`src/rtl/mem_stage.sv`:
```
// Memory-access stage: EX/MEM pipeline register, data-memory handshake,
// store lane alignment, load extraction and the MEM/WB bundle.
module mem_stage (
  input  logic        clk,
  input  logic        rst,
  input  logic        EX_valid,
  input  logic        EX_MemRead,
  input  logic        EX_MemWrite,
  input  logic        EX_MemtoReg,
  input  logic        EX_regWrite,
  input  logic [2:0]  EX_funct3,
  input  logic [31:0] EX_alu_out,
  input  logic [31:0] EX_rs2_data,
  input  logic [4:0]  EX_rd_addr,
  output logic        dm_req,
  output logic        dm_we,
  output logic [3:0]  dm_be,
  output logic [31:0] dm_addr,
  output logic [31:0] dm_di,
  input  logic [31:0] dm_do,
  input  logic        dm_ready,
  output logic        mem_stall,
  output logic        mem_misalign,
  output logic        MEM_MemtoReg,
  output logic        MEM_regWrite,
  output logic [31:0] MEM_rd_data,
  output logic [31:0] MEM_Dout,
  output logic [4:0]  MEM_rd_addr
);

  localparam int unsigned XLEN = 32;
  localparam int unsigned AW   = 5;

  typedef enum logic [0:0] {IDLE = 1'b0, BUSY = 1'b1} state_t;

  state_t state_q, state_d;

  // EX/MEM register (P); misaligned ops are stored with controls cleared
  logic            p_memread_q, p_memread_d;
  logic            p_memtoreg_q, p_memtoreg_d;
  logic            p_regwrite_q, p_regwrite_d;
  logic [2:0]      p_funct3_q, p_funct3_d;
  logic [XLEN-1:0] p_alu_out_q, p_alu_out_d;
  logic [AW-1:0]   p_rd_addr_q, p_rd_addr_d;

  logic            dm_req_q, dm_req_d;
  logic            dm_we_q, dm_we_d;
  logic [3:0]      dm_be_q, dm_be_d;
  logic [XLEN-1:0] dm_addr_q, dm_addr_d;
  logic [XLEN-1:0] dm_di_q, dm_di_d;
  logic            mem_misalign_q, mem_misalign_d;

  logic            mem_memtoreg_q, mem_memtoreg_d;
  logic            mem_regwrite_q, mem_regwrite_d;
  logic [XLEN-1:0] mem_rd_data_q, mem_rd_data_d;
  logic [XLEN-1:0] mem_dout_q, mem_dout_d;
  logic [AW-1:0]   mem_rd_addr_q, mem_rd_addr_d;

  logic            capture;
  logic            ex_is_mem, ex_aligned, ex_issue, ex_misalign;
  logic [1:0]      ex_a;
  logic [3:0]      st_be;
  logic [XLEN-1:0] st_di;
  logic [7:0]      ld_byte;
  logic [15:0]     ld_half;
  logic [XLEN-1:0] ld_data;

  assign mem_stall = (state_q == BUSY) & ~dm_ready;
  assign capture   = ~mem_stall;

  // Alignment check and store lane steering for the incoming EX op
  always_comb begin
    ex_a        = EX_alu_out[1:0];
    ex_is_mem   = EX_valid & (EX_MemRead | EX_MemWrite);
    ex_aligned  = 1'b1;
    if (EX_funct3[1])      ex_aligned = (ex_a == 2'b00);
    else if (EX_funct3[0]) ex_aligned = ~ex_a[0];
    ex_issue    = ex_is_mem & ex_aligned;
    ex_misalign = ex_is_mem & ~ex_aligned;
    st_be       = 4'b1111;
    st_di       = '0;
    if (EX_MemWrite) begin
      if (EX_funct3[1]) begin
        st_di = EX_rs2_data;
      end else if (EX_funct3[0]) begin
        st_di = {2{EX_rs2_data[15:0]}};
        st_be = ex_a[1] ? 4'b1100 : 4'b0011;
      end else begin
        st_di = {4{EX_rs2_data[7:0]}};
        st_be = 4'b0001 << ex_a;
      end
    end
  end

  // Load extraction from dm_do using the captured address offset
  always_comb begin
    case (p_alu_out_q[1:0])
      2'b00:   ld_byte = dm_do[7:0];
      2'b01:   ld_byte = dm_do[15:8];
      2'b10:   ld_byte = dm_do[23:16];
      default: ld_byte = dm_do[31:24];
    endcase
    ld_half = p_alu_out_q[1] ? dm_do[31:16] : dm_do[15:0];
    if (p_funct3_q[1])
      ld_data = dm_do;
    else if (p_funct3_q[0])
      ld_data = p_funct3_q[2] ? {16'b0, ld_half} : {{16{ld_half[15]}}, ld_half};
    else
      ld_data = p_funct3_q[2] ? {24'b0, ld_byte} : {{24{ld_byte[7]}}, ld_byte};
  end

  // FSM next state: every capture edge re-decides BUSY vs IDLE
  always_comb begin
    state_d = state_q;
    if (capture) state_d = ex_issue ? BUSY : IDLE;
  end

  // Next values of P, request outputs and the MEM/WB bundle
  always_comb begin
    p_memread_d    = p_memread_q;
    p_memtoreg_d   = p_memtoreg_q;
    p_regwrite_d   = p_regwrite_q;
    p_funct3_d     = p_funct3_q;
    p_alu_out_d    = p_alu_out_q;
    p_rd_addr_d    = p_rd_addr_q;
    dm_req_d       = dm_req_q;
    dm_we_d        = dm_we_q;
    dm_be_d        = dm_be_q;
    dm_addr_d      = dm_addr_q;
    dm_di_d        = dm_di_q;
    mem_misalign_d = 1'b0;
    mem_memtoreg_d = 1'b0;
    mem_regwrite_d = 1'b0;
    mem_rd_data_d  = '0;
    mem_dout_d     = '0;
    mem_rd_addr_d  = '0;
    if (capture) begin
      p_memread_d    = EX_valid & EX_MemRead & ~ex_misalign;
      p_memtoreg_d   = EX_valid & EX_MemtoReg;
      p_regwrite_d   = EX_valid & EX_regWrite & ~ex_misalign;
      p_funct3_d     = EX_valid ? EX_funct3 : 3'b000;
      p_alu_out_d    = EX_valid ? EX_alu_out : '0;
      p_rd_addr_d    = EX_valid ? EX_rd_addr : '0;
      dm_req_d       = ex_issue;
      dm_we_d        = ex_issue & EX_MemWrite;
      dm_be_d        = ex_issue ? st_be : 4'b0000;
      dm_addr_d      = ex_issue ? {EX_alu_out[XLEN-1:2], 2'b00} : '0;
      dm_di_d        = ex_issue ? st_di : '0;
      mem_misalign_d = ex_misalign;
      mem_memtoreg_d = p_memtoreg_q;
      mem_regwrite_d = p_regwrite_q;
      mem_rd_data_d  = p_alu_out_q;
      mem_dout_d     = p_memread_q ? ld_data : '0;
      mem_rd_addr_d  = p_rd_addr_q;
    end
  end

  // FSM state register
  always_ff @(posedge clk or negedge rst) begin
    if (!rst) state_q <= IDLE;
    else      state_q <= state_d;
  end

  // Pipeline and output registers
  always_ff @(posedge clk or negedge rst) begin
    if (!rst) begin
      p_memread_q    <= 1'b0;
      p_memtoreg_q   <= 1'b0;
      p_regwrite_q   <= 1'b0;
      p_funct3_q     <= 3'b000;
      p_alu_out_q    <= '0;
      p_rd_addr_q    <= '0;
      dm_req_q       <= 1'b0;
      dm_we_q        <= 1'b0;
      dm_be_q        <= 4'b0000;
      dm_addr_q      <= '0;
      dm_di_q        <= '0;
      mem_misalign_q <= 1'b0;
      mem_memtoreg_q <= 1'b0;
      mem_regwrite_q <= 1'b0;
      mem_rd_data_q  <= '0;
      mem_dout_q     <= '0;
      mem_rd_addr_q  <= '0;
    end else begin
      p_memread_q    <= p_memread_d;
      p_memtoreg_q   <= p_memtoreg_d;
      p_regwrite_q   <= p_regwrite_d;
      p_funct3_q     <= p_funct3_d;
      p_alu_out_q    <= p_alu_out_d;
      p_rd_addr_q    <= p_rd_addr_d;
      dm_req_q       <= dm_req_d;
      dm_we_q        <= dm_we_d;
      dm_be_q        <= dm_be_d;
      dm_addr_q      <= dm_addr_d;
      dm_di_q        <= dm_di_d;
      mem_misalign_q <= mem_misalign_d;
      mem_memtoreg_q <= mem_memtoreg_d;
      mem_regwrite_q <= mem_regwrite_d;
      mem_rd_data_q  <= mem_rd_data_d;
      mem_dout_q     <= mem_dout_d;
      mem_rd_addr_q  <= mem_rd_addr_d;
    end
  end

  assign dm_req       = dm_req_q;
  assign dm_we        = dm_we_q;
  assign dm_be        = dm_be_q;
  assign dm_addr      = dm_addr_q;
  assign dm_di        = dm_di_q;
  assign mem_misalign = mem_misalign_q;
  assign MEM_MemtoReg = mem_memtoreg_q;
  assign MEM_regWrite = mem_regwrite_q;
  assign MEM_rd_data  = mem_rd_data_q;
  assign MEM_Dout     = mem_dout_q;
  assign MEM_rd_addr  = mem_rd_addr_q;

endmodule

```
`config.mk`:
```
export PLATFORM = sky130hd
export DESIGN_NAME = mem_stage
export DESIGN_NICKNAME = d
export VERILOG_FILES = /design/src/rtl/mem_stage.sv
export SDC_FILE = /design/constraint.sdc
export NUM_CORES = 1
export LEC_CHECK = 0
export BUFFER_PORTS_ARGS = -buffer_cell sky130_fd_sc_hd__buf_4
export CELL_PAD_IN_SITES_DETAIL_PLACEMENT = 1
export CELL_PAD_IN_SITES_GLOBAL_PLACEMENT = 2
export CORE_ASPECT_RATIO = 1.75
export CORE_MARGIN = 4
export CORE_UTILIZATION = 25
export CTS_BUF_LIST = sky130_fd_sc_hd__clkbuf_4 sky130_fd_sc_hd__clkbuf_8
export CTS_CLUSTER_DIAMETER = 200
export DETAILED_ROUTE_END_ITERATION = 12
export GPL_TIMING_DRIVEN = 0
export PLACE_DENSITY_LB_ADDON = 0.08
export SYNTH_ARGS = -nofsm -noshare
export SYNTH_HDL_FRONTEND = slang
export SYNTH_SLANG_ARGS = --single-unit
```
`constraint.sdc`:
```
create_clock -name clk -period 2.5 [get_ports clk]
set_clock_uncertainty 0.15 [all_clocks]
set_input_delay 0.5 -clock clk [delete_from_list [all_inputs] [get_ports clk]]
set_output_delay 0.5 -clock clk [all_outputs]
set_load 0.05 [all_outputs]
```
### Word level (Yosys, flattened, before mapping)

Index checks and enable logic that the tools add are counted.

| storage, ports and cells | value |
|---|---|
| input port bits | 112 |
| bits in registers | 186 |
| output and inout port bits | 143 |
| logic and storage cells | 67 |

| cells by class | value |
|---|---|
| multiplexer cells | 29 |
| reductions and logical operators | 2 |
| shift operators | 1 |
| bitwise gates (word level) | 15 |
| equal/unequal tests | 2 |

Operators with widths:

| cell | number |
|---|---|
| 32-bit two-way mux | 13 |
| 8-bit one-hot mux with 3 select lines | 1 |
| 4-bit two-way mux | 5 |
| 16-bit two-way mux | 1 |
| 1-bit AND | 10 |
| 5-bit two-way mux | 2 |
| 1-bit two-way mux | 6 |
| 2-bit logical NOT | 2 |
| 1-bit NOT | 4 |
| 1-bit by 2-bit left shift with 4-bit output, first input constant | 1 |
| 3-bit two-way mux | 1 |
| 2-bit by 1-bit equality test with 1-bit output, second input constant | 1 |
| 2-bit equality test, second input constant | 1 |
| 1-bit bitwise OR | 1 |

### Longest topological paths before layout

Gate-level depths: netlist of the first run.

| depth | value |
|---|---|
| word-level depth | 7 |
| depth in mapped cells | 6 |

### Worst setup path after synthesis of the first run

No wires, ideal clock.

| timing | value |
|---|---|
| kind | reg2out |
| start | register state_q |
| end | output mem_stall |
| slack | 0.310 ns |
| required time | 1.850 ns |
| buffers on the path | 2 |
| stages on the path, launching flop included | 5 |
| data arrival time | 1.540 ns |
| cell sequence | dfrtp_1 -> or2b_2 -> inv_1 -> buf_2 -> buf_2 |

| on the way | value |
|---|---|
| word-level cells in the longest chain between the ends | 1 |

Ends and longest elaborated chain:

| item | line | RTL |
|---|---|---|
| start: declaration | 36 | `state_t state_q, state_d;` |
| start signal: assignment | 161 | `else state_q <= state_d;` |
| 1-bit AND | 68 | `assign mem_stall = (state_q == BUSY) & ~dm_ready;` |
| end: declaration | 22 | `output logic mem_stall,` |

No other way between the ends.

### Final worst setup path of the first run

Same ends and word-level chain as after synthesis.

==> results of run 1 <==
where the power goes:
| part | internal (mW) | switching [mW] |
|---|---|---|
| logic | 0.524 | 1.14 |
| clock network | 1.03 | 1.15 |
| registers | 3.15 | 0.0906 |
| total | 4.71 | 2.38 |
per-layer routing:
layer,up-vias,part of all wire,global-route usage
met5,-,0,0
met4,0,0.028,0.0714
met3,33,0.055,0.0444
met2,179,0.55,0.326
met1,3283,0.37,0.197
li1,3124,-,-
sequential cells by signal, summed over array words and instances, names as in the netlist:
name          count
dm_be             4
MEM_Dout         32
MEM_MemtoReg      1
p_rd_addr_q       5
dm_addr          30
p_memtoreg_q      1
MEM_regWrite      1
p_funct3_q        3
mem_misalign      1
dm_we             1
state_q           1
p_regwrite_q      1
p_memread_q       1
MEM_rd_addr       5
p_alu_out_q      32
dm_di            32
MEM_rd_data      32
area by class of cell:
type,count,area (µm²)
Timing Repair Buffer,253,1930
Buffer,64,320
Fill cell,3590,20000
Tap cell,391,489
Clock inverter,10,148
Antenna cell,1,2.50
Inverter,14,52.6
Clock buffer,20,263
Multi-Input combinational cell,505,2810
Sequential cell,183,4580
how the worst max path moves through the flow:
stage               startpoint           to  slack [ns]  cells past startpoint
finish                 state_q    mem_stall        0.15                      5
global route           state_q    mem_stall        0.03                      5
CTS                    state_q    mem_stall        0.07                      5
detailed placement    dm_ready    mem_stall       -0.12                      6
global placement           rst  dm_addr[15]       -0.61                      1
floorplan              state_q    mem_stall        0.31                      4
tightest hold or removal path, cell delays in order:
cell,delay [ns]
buf_4,0.08
nand3_1,0.06
nand2_1,0.06
placed cells by master, fill, tap and decap left out, drive strengths merged, types with 3 or more instances in the layout:
master    Yosys  routed
a2111oi       7       7
a211oi       10      10
a21oi        11      11
a22oi         6       6
and2         38      38
and3b         6       6
buf          35     287
bufinv        0       3
clkbuf       29      49
clkinvlp      0       5
dfrtp       183     183
inv          14      16
mux2          8       8
mux2i        18      18
nand2       201     201
nand2b        5       5
nand3        42      42
nor2          5       5
nor2b        23      23
nor4          3       3
o21ai        55      55
o22ai        18      18
o31ai        18      18
o32ai         7       7
o41ai         8       8
timing repair:
| item | in CTS | in global routing |
|---|---|---|
| hold endpoints to repair | 87 | 0 |
| setup endpoints to repair | 1 | 0 |
| gates resized for setup | 7 | 0 |
| setup buffers | 1 | 0 |
| hold buffers | 1 | 0 |
cell families after synthesis:
| group | after synthesis |
|---|---|
| DFF | 183 |
| muxes | 27 |
| and+or+nand+nor | 326 |
| buffers and inverters | 78 |
| AOI/OAI and AO/OA | 150 |
| other | 1 |
stage by stage:
| stage | cells | setup WS, ns | util |
|---|---|---|---|
| floorplan | 766 | 0.310 | - |
| global placement | 1407 | -0.609 | 0.330 |
| detailed placement | 1408 | -0.122 | 0.331 |
| CTS | 1440 | 0.0719 | 0.346 |
| global route | 1441 | 0.0349 | 0.346 |
| finish | 1441 | 0.153 | 0.346 |
==> impl_metrics.csv, run 1 <==
group,metric,value,unit
run_status,outcome,"complete, no violations",
sta,fmax,426,MHz
pwr,power,7.09,mW
synthesis,synthMostInstantiatedCell,"nand2_1",
drt,antenna_left,0,
clocking,clock_latency,0.50,ns
setup_path,reg2reg_depth,5,
synthesis,ys_async_sr_fraction,1.00,
setup_path,slowest_delay,0.37,ns
setup_path,cp_top_family,"buffers and inverters",
synthesis,ys_top_cells_by_area,"dfrtp_1 (59%), nand2_1 (9.7%), o21ai_0 (3.6%)",
sta,setup_tns,0,ns
global_routing,grtUsageTotal,0.178,
clocking,htree_levels,4,
drt,viasPerCell,4.59,
global_routing,grt_max_degree,97,
drt,wirelength,29800,µm
drt,routedWlPerCell,20.7,µm
floorplanning,core_area,0.0306,mm²
synthesis,postSynthCellCount,765,
sta,final-hold-violation-count,0,
global_routing,grt_pass1_vias,7318,
synthesis,synth-main-ff-cell,"dfrtp_1",
hold_path,min_from,"EX_MemtoReg",
synthesis,synthSimpleGateAreaFrac,0.193,
sta,hold_ws,0.0804,ns
setup_path,crit_chain,"or2b_4 -> inv_1 -> buf_6 -> buf_8 -> buf_6",
global_routing,overflow,0,
place,gp_congestion,0.768,
setup_path,cp.arrival,1.70,ns
drt,drc,0,
sta,fin_crit_sh,0.939,
clocking,path_clk_slew,0.10,ns
setup_path,cp-end-kind,"output pin",
sta,relSlewSlack,0.329,
cells_and_area,drive_above_1_share,0.313,
cells_and_area,nets,1150,
drt,num_vias,6619,
hold_path,min_to,"p_memtoreg_q",
setup_path,cp_common_cell,"buf_6",
synthesis,yosys_warnings,0,
synthesis,ys_seq_elements,183,
synthesis,syn-cell-area,0.00774,mm²
pwr,peakVddDrop,0.340,mV
sta,fin_crit,2.35,ns
setup_path,critical_path_required,1.85,ns
clocking,clockRootBuffer,"clkbuf_8",
synthesis,synthTopCellsByCount,"nand2_1 (201), dfrtp_1 (183), o21ai_0 (55)",
setup_path,start_kind,"flip-flop",
sta,tightest_slew,1.00,ns
synthesis,synth-compound-area-share,0.131,
run,maxCapViolCount,0,
global_routing,grt_pass1_wl,45300,µm
floorplanning,initial_core_util,0.253,
clocking,clockBufferDepth,2,
drt,drtPass1Iterations,4,
hold_path,hold_path_class,"in -> reg",
setup_path,path_class,"reg -> out",
floorplanning,ioPinCount,255,
hold_path,min_delay_path_depth,3,
place,portBuffers,250,
synthesis,synthAdderAreaFrac,0,
synthesis,synth-edff-count,0,
global_routing,antenna_found_initial,1,
setup_path,r2r_slack,0.37,ns
synthesis,postSynthAreaPerCell,10.1,µm²
synthesis,synth-xor-area-share,0,
cells_and_area,fin_area,0.0106,mm²
sta,slew_violations,0,
clocking,cts_tree,"done",
place,place_hpwl,22700,µm
setup_path,rr_startpoint,"state_q",
synthesis,yosys-mux-area-fraction,0.0378,
clocking,clock_sinks,183,
sta,finalSetupViolCount,0,
cells_and_area,area_delta_synth_final,36.9,%
sta,rsz0062_at_grt,"no",
synthesis,yosysSeqAreaShare,0.591,
synthesis,synth_top_family_by_area,"simple AND/OR/NAND/NOR gates",
floorplanning,die_h,241,µm
floorplanning,die_area,0.0340,mm²
floorplanning,fp-row-count,85,
setup_path,cp_slowest_cell,"dfrtp_1",
pwr,leakage,5.26,nW
clocking,cts_buffers,17,
synthesis,ys_types,46,
setup_path,r2r-end,"p_funct3_q[1]",
floorplanning,die_x,141,µm
pwr,p_per_area,669,mW/mm²
drt,dr.first_iter.drc_count,193,
setup_path,worst-path-buf-inv,4,
place,dpl_cell_area,0.0101,mm²
synthesis,yosys.area.top_type_share,0.591,
synthesis,synth_top_area_cell,"dfrtp_1",
setup_path,worstPathMaxFanout,10,
(Power assumes the default switching activity.)
==> inputs of run 2 (changes only) <==
--- a/config.mk
+++ b/config.mk
@@ -6,11 +6,9 @@
 export NUM_CORES = 1
 export LEC_CHECK = 0
 export BUFFER_PORTS_ARGS = -buffer_cell sky130_fd_sc_hd__buf_4
-export CELL_PAD_IN_SITES_DETAIL_PLACEMENT = 1
-export CELL_PAD_IN_SITES_GLOBAL_PLACEMENT = 2
 export CORE_ASPECT_RATIO = 1.75
 export CORE_MARGIN = 4
-export CORE_UTILIZATION = 25
+export CORE_UTILIZATION = 50
 export CTS_BUF_LIST = sky130_fd_sc_hd__clkbuf_4 sky130_fd_sc_hd__clkbuf_8
 export CTS_CLUSTER_DIAMETER = 200
 export DETAILED_ROUTE_END_ITERATION = 12
==> impl_metrics.csv, run 2 (same netlist as run 1, synthesis figures left out) <==
group,metric,value,unit
floorplanning,die_x,102,µm
drt,dr.first_iter.drc_count,248,
setup_path,critPathLaunch,"state_q",
cells_and_area,final.fill_count,1275,
cells_and_area,final_common_cell,"buf_4",
global_routing,gr-max-usage-layer,"met2",
setup_path,cp-end-kind,"output pin",
setup_path,start_kind,"flip-flop",
setup_path,slowest_delay,0.36,ns
sta,fin_crit,2.34,ns
clocking,post_cts_buffers,0,
pwr,p_sw_frac,0.345,
floorplanning,die_h,173,µm
global_routing,antenna_found_initial,0,
global_routing,overflow,0,
pwr,power_switching,2.32,mW
cells_and_area,layout_common_cells,"buf_4 (252), nand2_1 (201), dfrtp_1 (183)",
drt,drc,0,
cells_and_area,post-route-util,0.682,
global_routing,grt.met3_usage,0.0730,
setup_path,worstPathMaxFanout,19,
sta,timing.final.ws_setup,0.161,ns
run_status,outcome,"complete, no violations",
pwr,leakage,5.24,nW
floorplanning,core_area,0.0151,mm²
run,maxCapViolCount,0,
global_routing,grt_use_met1,0.289,
global_routing,grt_pass1_wl,35300,µm
sta,rsz0062_at_grt,"no",
setup_path,rr_startpoint,"state_q",
place,gp_congestion,0.916,
floorplanning,fp-row-count,59,
hold_path,min_from,"EX_alu_out[20]",
sta,relSlewSlack,0.428,
clocking,cts_tree,"done",
setup_path,cp.arrival,1.69,ns
sta,fmax,428,MHz
sta,slew_violations,0,
global_routing,grt_pass1_vias,6882,
cells_and_area,drive_above_1_share,0.313,
clocking,clock_latency,0.45,ns
place,portBuffers,250,
sta,final-hold-violation-count,0,
sta,finalSetupViolCount,0,
floorplanning,initial_core_util,0.514,
cells_and_area,nets,1148,
setup_path,critical_path_required,1.85,ns
clocking,htree_levels,4,
floorplanning,ioPinCount,255,
sta,fin_crit_sh,0.936,
drt,wirelength,22200,µm
drt,antenna_left,0,
clocking,path_clk_slew,0.11,ns
pwr,p_int,4.42,mW
cells_and_area,area_delta_synth_final,32.7,%
clocking,cts_buffers,17,
setup_path,crit_chain,"or2b_2 -> inv_1 -> buf_4 -> buf_6",
drt,drtPass1Iterations,5,
hold_path,min_delay_path_depth,3,
sta,tightest_slew,0.856,ns
cells_and_area,fin_cells,1232,
place,place_hpwl,16900,µm
pwr,p_per_area,656,mW/mm²
global_routing,grtUsageTotal,0.256,
pwr,pwr-share-comb,0.236,
place,pre_cts_slack,0.0537,ns
hold_path,hold_path_class,"in -> reg",
place,placedCellCount,1200,
drt,num_vias,6646,
clocking,clockBufferDepth,2,
cells_and_area,diodes,0,
pwr,p_seq_frac,0.481,
floorplanning,die_area,0.0176,mm²
pwr,peakVddDrop,0.394,mV
pwr,clockPowerShare,0.283,
setup_path,cp_slowest_cell,"dfrtp_1",
setup_path,path_class,"reg -> out",
setup_path,reg2reg_depth,6,
drt,routedWlPerCell,18.1,µm
global_routing,grt_max_degree,126,
global_routing,met2_usage,0.455,
drt,viasPerCell,5.39,
clocking,clockRootBuffer,"clkbuf_8",
clocking,clock_sinks,183,
==> run 2: cell types whose count changed in the layout (fill, tap and decap cells not counted), moves of 3 or more <==
| cell | previous run | this run |
|---|---|---|
| inv_8 | 1 | 5 |
| bufinv_16 | 3 | 0 |
| clkinv_4 | 0 | 3 |
| clkinvlp_4 | 5 | 2 |
==> run 2: per-layer routing <==
layer / vias up / part of all wire
met5: - / 0
met1: 3240 / 0.36
li1: 3134 / -
met2: 238 / 0.53
met4: 0 / 0.027
met3: 34 / 0.083
==> run 2: worst paths after layout <==
check / to / slack [ns]
max in group asynchronous: p_alu_out_q[2] / 0.81
max: mem_stall / 0.16
max reg2reg: MEM_Dout[6] / 0.48
min reg2reg: p_alu_out_q[8] / 0.31
min in group asynchronous: MEM_Dout[27] / 0.40
min: p_alu_out_q[20] / 0.12
==> run 2: repair_timing <==
item | in CTS | in global routing
gates resized for setup | 3 | 0
endpoints found under the setup margin | 1 | 1
hold buffers | 1 | 0
pin swaps | 0 | 0
hold endpoints to repair | 58 | 0
==> run 2: cell type report <==
cell class                 count  area (µm²)  share of cell area
sequential                   183        4580               0.446
multi-input combinational    505        2810               0.273
timing repair buffer         252        1930               0.187
buffer                        63         302              0.0293
clock buffer                  18         241              0.0235
tap                          183         229              0.0223
clock inverter                14         136              0.0133
inverter                      14        52.6             0.00511
==> run 2: power groups by stage <==
| stage | registers, mW | clock network, mW | logic [mW] |
|---|---|---|---|
| 2_1_floorplan | 3.79 | 0 | 0.462 |
| 3_3_place_gp | 3.29 | 0 | 1.58 |
| 3_5_place_dp | 3.30 | 0 | 1.60 |
| 4_1_cts | 3.24 | 1.95 | 1.61 |
| 5_1_grt | 3.26 | 2.08 | 1.71 |
| 6_report | 3.24 | 1.91 | 1.59 |
==> run 2: stage by stage <==
step                      cell area (µm²)  total power [mW]  hold WS [ns]  setup TNS, ns
after floorplan                      7750              4.25        0.0544              0
after global placement               9850              4.87         0.290         -61.71
after detailed placement             9890              4.90         0.298              0
after CTS                           10300              6.80        0.0961              0
after global routing                10300              7.05        0.0989              0
final                               10300              6.74         0.123              0
==> run 2: worst max-delay path, delay by kind of cell, from the launching register on <==
family | cells | cell delay [ns]
AND/OR/NAND/NOR | 1 | 0.34
flip-flops | 1 | 0.36
buffers and inverters | 3 | 0.54
==> inputs of run 3 (changes only) <==
--- a/config.mk
+++ b/config.mk
@@ -8,7 +8,7 @@
 export BUFFER_PORTS_ARGS = -buffer_cell sky130_fd_sc_hd__buf_4
 export CORE_ASPECT_RATIO = 1.75
 export CORE_MARGIN = 4
-export CORE_UTILIZATION = 50
+export CORE_UTILIZATION = 56
 export CTS_BUF_LIST = sky130_fd_sc_hd__clkbuf_4 sky130_fd_sc_hd__clkbuf_8
 export CTS_CLUSTER_DIAMETER = 200
 export DETAILED_ROUTE_END_ITERATION = 12
==> impl_metrics.csv, run 3 (same netlist as run 1, synthesis figures left out) <==
group,metric,value,unit
run_status,outcome,"complete, no violations",
setup_path,cp_top_family,"buffers and inverters",
pwr,leakage,5.26,nW
cells_and_area,layout_common_cells,"buf_4 (251), nand2_1 (201), dfrtp_1 (183)",
global_routing,grt_max_degree,121,
global_routing,grt_pass1_vias,6860,
clocking,post_cts_buffers,0,
cells_and_area,drive_above_1_share,0.313,
clocking,clock_latency,0.45,ns
place,place_hpwl,17000,µm
clocking,cts_tree,"done",
drt,num_vias,6692,
sta,setup_tns,0,ns
clocking,clockBufferDepth,2,
floorplanning,initial_core_util,0.576,
drt,drc,0,
setup_path,reg2reg_depth,6,
floorplanning,core_area,0.0135,mm²
place,portBuffers,250,
drt,wirelength,22100,µm
place,dpl_cell_area,0.00988,mm²
sta,rsz0062_at_grt,"no",
setup_path,cp-end-kind,"output pin",
global_routing,antenna_found_initial,0,
cells_and_area,area_delta_synth_final,33.0,%
global_routing,grt_pass1_wl,34800,µm
place,gp_congestion,0.845,
setup_path,path_class,"reg -> out",
global_routing,grtUsageTotal,0.279,
floorplanning,die_area,0.0158,mm²
place,pre_cts_slack,0.0492,ns
sta,final-hold-violation-count,0,
clocking,cts_buffers,17,
cells_and_area,diodes,0,
cells_and_area,multi_input_area,0.00281,mm²
drt,viasPerCell,5.47,
setup_path,cp_common_cell,"buf_6",
setup_path,r2r-end,"MEM_Dout[6]",
hold_path,min_delay_path_depth,3,
run,maxCapViolCount,0,
cells_and_area,fin_area,0.0103,mm²
setup_path,crit_chain,"or2b_2 -> inv_1 -> buf_6 -> buf_6 -> buf_6",
pwr,power,6.83,mW
cells_and_area,final_common_cell,"buf_4",
drt,routedWlPerCell,18.0,µm
sta,finalSetupViolCount,0,
setup_path,worstPathMaxFanout,10,
sta,timing.final.ws_setup,0.110,ns
setup_path,cp.arrival,1.74,ns
setup_path,cp_slowest_cell,"dfrtp_1",
clocking,htree_levels,4,
cells_and_area,post-route-util,0.765,
clocking,clock_sinks,183,
sta,tightest_slew,0.868,ns
cells_and_area,final.fill_count,1057,
hold_path,min_to,"p_alu_out_q[19]",
cells_and_area,nets,1149,
floorplanning,fp-row-count,56,
setup_path,critical_path_required,1.85,ns
setup_path,r2r_slack,0.44,ns
floorplanning,ioPinCount,255,
sta,fmax,418,MHz
setup_path,slowest_delay,0.36,ns
floorplanning,die_x,96.9,µm
setup_path,worst-path-buf-inv,4,
hold_path,hold_path_class,"in -> reg",
sta,fin_crit_sh,0.956,
sta,slew_violations,0,
floorplanning,die_h,164,µm
setup_path,rr_startpoint,"state_q",
clocking,clockRootBuffer,"clkbuf_8",
cells_and_area,seq_area,0.00458,mm²
pwr,peakVddDrop,0.430,mV
pwr,p_per_area,663,mW/mm²
clocking,path_clk_slew,0.10,ns
setup_path,start_kind,"flip-flop",
global_routing,overflow,0,
drt,drtPass1Iterations,5,
sta,relSlewSlack,0.420,
sta,fin_crit,2.39,ns
hold_path,min_from,"EX_alu_out[19]",
drt,antenna_left,0,
drt,dr.first_iter.drc_count,356,
[run 3: cell types whose count changed in the layout (fill, tap and decap cells not counted)]
cell and delta:
inv_6 -1, inv_8 +1, buf_6 +2, buf_4 -1, bufinv_16 +1, clkbuf_4 -1
clkinvlp_4 -1
[run 3: how the worst max path moves through the flow]
stage,startpoint,to,slack [ns],cells past startpoint
2_1_floorplan,state_q,mem_stall,0.31,4
3_3_place_gp,rst,dm_addr[15],-0.30,1
3_5_place_dp,dm_ready,mem_stall,0.05,6
4_1_cts,state_q,mem_stall,0.04,5
5_1_grt,state_q,mem_stall,0.004,5
6_report,state_q,mem_stall,0.11,5
[run 3: cell type report]
type / count / share of cell area
plain buffers: 64 / 0.0307
multi-input cells: 505 / 0.273
flip-flops and latches: 183 / 0.445
repair buffers: 252 / 0.187
clock buffers: 17 / 0.0227
well taps: 174 / 0.0211
clock inverters: 14 / 0.0157
inverters: 14 / 0.00510
[run 3: per-stage QoR]
| step | instances | hold WS, ns |
|---|---|---|
| 2_1_floorplan | 766 | 0.0544 |
| 3_3_place_gp | 1190 | 0.291 |
| 3_5_place_dp | 1191 | 0.297 |
| 4_1_cts | 1223 | 0.107 |
| 5_1_grt | 1223 | 0.110 |
| 6_report | 1223 | 0.126 |
[run 3: tightest hold or removal path, delay by kind of cell]
| kind | cells | cell delay (ns) |
|---|---|---|
| buffers and inverters | 1 | 0.08 |
| and+or+nand+nor | 2 | 0.12 |
[run 3: repair_timing]
action / in CTS / in global routing
hold buffers: 1 / 0
hold endpoints to repair: 63 / 0
setup endpoints to repair: 1 / 1
resized for setup: 4 / 1
[run 3: power by group]
group	switching [mW]	total, mW	internal [mW]
sequential	0.0909	3.24	3.15
combinational	1.08	1.60	0.520
clock	1.15	1.99	0.836
total	2.32	6.83	4.51
[run 3: metal layers]
metal  vias up  part of all wire  routed length (µm)  global-route usage
met5         -                 0                   0                   0
met1      3218              0.34                7560               0.301
met4         0             0.030                 656              0.0939
met2       297              0.54               12000               0.515
met3        48             0.085                1880              0.0838
li1       3129                 -                   -                   -
